## src/rtl/arith_pkg.sv

```systemverilog
`default_nettype none
// +-----------------------------------------------------------------+
// | arith_pkg: select encoding and widths shared by 3:1 mux/demux    |
// | Revision: 1.0                                                    |
// +-----------------------------------------------------------------+
package arith_pkg;

  localparam int DEF_WIDTH = 64;

  // The operand mux and the demux must agree on this encoding.
  typedef enum logic [1:0] {
    SEL_A   = 2'b00,
    SEL_B   = 2'b01,
    SEL_C   = 2'b10,
    SEL_ILL = 2'b11
  } sel_e;

  typedef enum logic [0:0] {
    SLOT_EMPTY = 1'b0,
    SLOT_FULL  = 1'b1
  } slot_state_e;

endpackage
`default_nettype wire

```

## src/rtl/demux_slot.sv

```systemverilog
`default_nettype none
// +-----------------------------------------------------------------+
// | demux_slot: one-entry output register with valid/ready handshake|
// | Revision: 1.0                                                    |
// +-----------------------------------------------------------------+
module demux_slot
  import arith_pkg::*;
#(
  parameter int WIDTH = DEF_WIDTH
) (
  input  logic             clk,
  input  logic             reset,
  input  logic             i_load,
  input  logic [WIDTH-1:0] i_data,
  input  logic             i_out_ready,
  output logic             o_in_ready,
  output logic             o_valid,
  output logic [WIDTH-1:0] o_data
);

  slot_state_e      r_state;
  slot_state_e      w_state_next;
  logic [WIDTH-1:0] r_data;

  always_ff @(posedge clk) begin
    if (reset) begin
      r_state <= SLOT_EMPTY;
    end else begin
      r_state <= w_state_next;
    end
  end

  // A load while full replaces the word being drained, so the slot stays full.
  always_comb begin
    w_state_next = r_state;
    case (r_state)
      SLOT_EMPTY: if (i_load) w_state_next = SLOT_FULL;
      SLOT_FULL:  if (!i_load && i_out_ready) w_state_next = SLOT_EMPTY;
      default:    w_state_next = SLOT_EMPTY;
    endcase
  end

  always_ff @(posedge clk) begin
    if (reset) begin
      r_data <= '0;
    end else if (i_load) begin
      r_data <= i_data;
    end
  end

  assign o_valid    = (r_state == SLOT_FULL);
  assign o_data     = r_data;
  assign o_in_ready = !o_valid || i_out_ready;

endmodule
`default_nettype wire

```

## src/rtl/demux13x64_reg.sv

```systemverilog
`default_nettype none
// +-----------------------------------------------------------------+
// | demux13x64_reg: registered 1-to-3 demux with illegal-select count|
// | Revision: 1.0                                                    |
// +-----------------------------------------------------------------+
module demux13x64_reg
  import arith_pkg::*;
#(
  parameter int WIDTH = DEF_WIDTH,
  parameter int CNTW  = 16
) (
  input  logic             clk,
  input  logic             reset,
  input  logic [WIDTH-1:0] datain,
  input  logic [1:0]       s,
  input  logic             in_valid,
  output logic             in_ready,
  output logic [WIDTH-1:0] a_data,
  output logic [WIDTH-1:0] b_data,
  output logic [WIDTH-1:0] c_data,
  output logic             a_valid,
  output logic             b_valid,
  output logic             c_valid,
  input  logic             a_ready,
  input  logic             b_ready,
  input  logic             c_ready,
  output logic             err,
  output logic [CNTW-1:0]  drop_cnt
);

  logic [2:0]       w_out_ready;
  logic [2:0]       w_out_valid;
  logic [2:0]       w_slot_ready;
  logic [2:0]       w_load;
  logic [WIDTH-1:0] w_out_data [3];
  logic             w_xfer;
  logic             w_drop;
  logic             r_err;
  logic [CNTW-1:0]  r_drop_cnt;

  assign w_out_ready = {c_ready, b_ready, a_ready};

  // Ready depends only on the addressed slot, so a stalled port never blocks the others.
  always_comb begin
    in_ready = 1'b1;
    case (s)
      SEL_A:   in_ready = w_slot_ready[0];
      SEL_B:   in_ready = w_slot_ready[1];
      SEL_C:   in_ready = w_slot_ready[2];
      default: in_ready = 1'b1;
    endcase
  end

  assign w_xfer = in_valid && in_ready;
  assign w_drop = w_xfer && (s == SEL_ILL);

  for (genvar gi = 0; gi < 3; gi++) begin : g_slot
    localparam logic [1:0] c_sel = 2'(gi);

    assign w_load[gi] = w_xfer && (s == c_sel);

    demux_slot #(.WIDTH(WIDTH)) u_slot (
      .clk        (clk),
      .reset      (reset),
      .i_load     (w_load[gi]),
      .i_data     (datain),
      .i_out_ready(w_out_ready[gi]),
      .o_in_ready (w_slot_ready[gi]),
      .o_valid    (w_out_valid[gi]),
      .o_data     (w_out_data[gi])
    );
  end

  always_ff @(posedge clk) begin
    if (reset) begin
      r_err      <= 1'b0;
      r_drop_cnt <= '0;
    end else if (w_drop) begin
      r_err <= 1'b1;
      if (r_drop_cnt != '1) r_drop_cnt <= r_drop_cnt + CNTW'(1);
    end
  end

  assign a_data   = w_out_data[0];
  assign b_data   = w_out_data[1];
  assign c_data   = w_out_data[2];
  assign a_valid  = w_out_valid[0];
  assign b_valid  = w_out_valid[1];
  assign c_valid  = w_out_valid[2];
  assign err      = r_err;
  assign drop_cnt = r_drop_cnt;

  a_hold_stable : assert property (@(posedge clk) disable iff (reset)
    (in_valid && !in_ready) |=> ($stable(datain) && $stable(s)));

endmodule
`default_nettype wire

```

## config.mk

```make
export PLATFORM = sky130hd
export DESIGN_NAME = demux13x64_reg
export DESIGN_NICKNAME = d
export VERILOG_FILES = /design/src/rtl/arith_pkg.sv /design/src/rtl/demux_slot.sv /design/src/rtl/demux13x64_reg.sv
export SDC_FILE = /design/constraint.sdc
export NUM_CORES = 1
export LEC_CHECK = 0
export CAP_MARGIN = 20
export CORE_MARGIN = 5
export CORE_UTILIZATION = 47
export CTS_CLUSTER_DIAMETER = 30
export DETAILED_ROUTE_END_ITERATION = 10
export GPL_TIMING_DRIVEN = 0
export PLACE_DENSITY = 0.92
export RECOVER_POWER = 100
export SLEW_MARGIN = 10
export SYNTH_ARGS = -nofsm -noshare
export SYNTH_HDL_FRONTEND = slang
export SYNTH_SLANG_ARGS = --single-unit
```

## constraint.sdc

```tcl
create_clock -name clk -period 2.8 [get_ports clk]
set_input_delay 0.56 -clock clk [delete_from_list [all_inputs] [get_ports clk]]
set_output_delay 0.56 -clock clk [all_outputs]
set_load 0.005 [all_outputs]
```

==> summary.md <==
| Metric | Value |
|---|---|
| Clock Skew | just under 0.01 ns |
| Routed vias/inst | between 5 and 6 |
| Core area | 0.01577 mm^2 |
| Inst Count DP | approximately 1.4k |
| Largest net degree at the start of global routing | 12 |
| CP Launch Type | primary input |
| Post-Syn Area | ~0.0075 mm^2 |
| Num CTS Buffers | 37 |
| Fin. Hold Viols | 0 |
| Post-Layout Cell Count | between 1.5k and 2k |
| Initial antenna violation count | 0 |
| Drt first pass iters | 7 |
| Final nets | 1344 |
| Fmax | 381.7 MHz |
| Number of diodes | 0 |
| Root Buffer | clkbuf_16 |
| Headroom to the max-slew limit | between 30% and 40% |
| Max Slew Vio Count | 0 |
| Setup WS pre-CTS | -0.1434 ns |
| Mux share of post-synthesis cell area | less than 1% |
| TNS Setup | 0 ns |
| Vias in the first global route | just over 8k |
| Crit Path Max Fanout | 7 |
| Slew @ Worst Pin | between 0.9 and 1 ns |
| Post-synthesis cell type count | 33 |
| Reg2reg setup slack | between 0.4 and 0.5 ns |
| Total grt overflow | 0 |
| Final hold slack | 0.4473 ns |
| Clk_lat worst skew | ~0.50 ns |
| Arr. time, crit path | 2.06 ns |
| Worst setup EP type | output port |
| DRC | 0 |
| Outcome | completed |
| Share of the synthesized area in the top cell type | 56.61% |
| Largest family of logic cells by synthesized area | simple AND/OR/NAND/NOR gates |
| Pwr/cell area | between 700 and 800 mW/mm^2 |
| Synth Area in Simple Gates | 24.03% |
| Max-cap violations | 0 |
| Post-Syn Instances | 950 |
| Synth Warn # | 0 |
| First-pass GRT wire length | ~42000 um |
| Via count | 8066 |
| IO Pins | 285 |
| Hpwl dp | about 19000 um |
| Wire length on met1 | just under 10000 um |
| Most frequent cell after synthesis | nand2_1 |
| WL final | roughly 27000 um |
| Wire length on met3 | around 2600 um |
| Clock sinks | about 210 |
| Critical path type | in -> out |
| Met2 WL | 13330 um |
| Syn_area_per_cell | about 7.9 um^2 |
| Clk pin slew, worst setup/hold paths | about 0.05 ns |
| Maximum buffer depth of the clock tree | 3 |
| Asr flop ratio synth | 0% |
| GPL Wtd Cong | between 0.9 and 1 |
| CTS H-Tree Depth | 2 |
| Total track usage | approximately 29% |
| Yosys reg bits | approximately 210 |
| Worst hold path type | reg -> reg |
| Top Metal Used | met4 |
| Final min period | roughly 2.6 ns |
| Seq/Total Area, Yosys | a little under three fifths |
| Compound-cell area share of the yosys netlist | roughly 14% |
| Total die area | 0.01858 mm^2 |
| # resized after CTS | 0 |
| Post-synth EDFFs | 0 |
| Area contributors post-synth | dfxtp_1 57%, nand2_1 19%, a21oi_1 13%, clkbuf_1 2.8%, nor2_1 0.90% |
| Synthesis-to-layout area growth | 58.60% |
| Hold-fix buffers, CTS | 0 |
| Worst path required time | 2.24 ns |
| Port Buffer Count | about 280 |
| Synth area leader | dfxtp_1 |
| RSZ-0062 raised after global routing | no |
| Post-CTS setup buffers | 0 |
| Setup Viol. Count Final | 0 |
| Pleak | 4.819 nW |
| Row count | 46 |
| Chip width | 136.3 um |
| Post-route antenna net violation count | 0 |
| Post-Syn Nets | between 1k and 1.5k |
| Initial Util | 47.54% |
| Adder-Cell Fraction of Synth Area | less than 1% |
| CTS tree | built |
| Total Power | between 8 and 9 mW |
| Final setup margin | ~0.18 ns |
| XOR/XNOR Fraction of Synth Area | around 1.5% |
| Share of layout cells above drive strength 1 | between 5 and 6% |
| Wire per inst | between 15 and 20 um |
| Peak VDD IR | about 0.57 mV |
| Final worst path period share | just over 90% |
| Height of the die | approximately 140 um |
| Top FF cell, synth | dfxtp_1 |
| Initial DRC Count | 545 |
| Post-synth top cells | 389 x nand2_1, 212 x dfxtp_1, 197 x a21oi_1, 55 x clkbuf_1, 18 x nor2_1 |
through the flow:
step                util [%]  instance area, um^2
floorplan                  -                 7497
global placement       67.15                10590
detailed placement     67.18                10600
CTS                    75.41                11890
global route           75.40                11890
finish                 75.40                11890
critical path: stages:
cell and delay, ns:
dlygate4sd3_1 0.71, o21ai_0 0.13, o21ai_0 0.09, clkdlybuf4s50_1 0.57
kinds of logic after synthesis:
family          count (synthesis)
xor+xnor                       13
flops                         212
mux                             2
simple gates                  446
compound gates                207
fa+ha+maj                       1
buf+inv                        69
layout make-up:
type,count,area (um^2)
plain buffers,67,252.7
well taps,216,270.3
clock buffers,49,1031
fillers,1108,3880
clock inverters,18,266.5
multi-input cells,669,2995
repair buffers,282,2823
inverters,2,7.507
flip-flops and latches,212,4244
path summary, 6_finish.rpt:
| path | startpoint | end | depth (start not counted) |
|---|---|---|---|
| worst min-delay path | g_slot[1].u_slot.o_data[46] | g_slot[1].u_slot.o_data[46] | 2 |
| worst min register to register | g_slot[1].u_slot.o_data[46] | g_slot[1].u_slot.o_data[46] | 2 |
| worst max-delay path | s[1] | in_ready | 4 |
| worst max register to register | drop_cnt[0] | drop_cnt[9] | 7 |
layer usage:
layer	vias up	GRT usage [%]
met4	0	15.73
met3	120	8.660
met5	-	0
met1	3746	32.42
li1	3754	-
met2	446	48.49
placed cells by master, fill, tap and decap left out, types with 2 or more instances in the layout:
master	netlist	layout
clkdlybuf4s50_1	0	69
nor3_1	3	2
inv_6	0	3
clkbuf_16	0	37
nor4_1	2	2
o211ai_1	2	2
nand3_1	5	5
nor4b_1	2	2
xor2_1	7	7
clkbuf_8	0	6
or3_1	4	4
clkinv_4	0	2
nand2b_1	4	4
nand4_1	4	4
dfxtp_1	212	212
clkinv_2	0	4
xnor2_1	6	6
and4_2	4	3
buf_1	10	3
nand2_1	389	389
nor3_2	1	2
nor2_1	18	18
bufinv_16	0	6
inv_1	2	2
clkinvlp_4	0	3
nor2b_1	3	3
mux2i_1	2	2
clkbuf_1	55	69
dlygate4sd3_1	0	213
o21ai_0	6	7
a21oi_1	197	197
power breakdown:
group / total (mW) / switching [mW] / internal (mW)
Sequential: 3.16 / 0.0471 / 3.12
Clock: 4.65 / 1.50 / 3.15
Combinational: 0.611 / 0.328 / 0.283
state kept, by name, summed over array words and instances (netlist names):
signal	flops
drop_cnt	16
err	1
g_slot.u_slot.o_data	192
g_slot.u_slot.o_valid	3
Power figures use the tool's default switching activity.
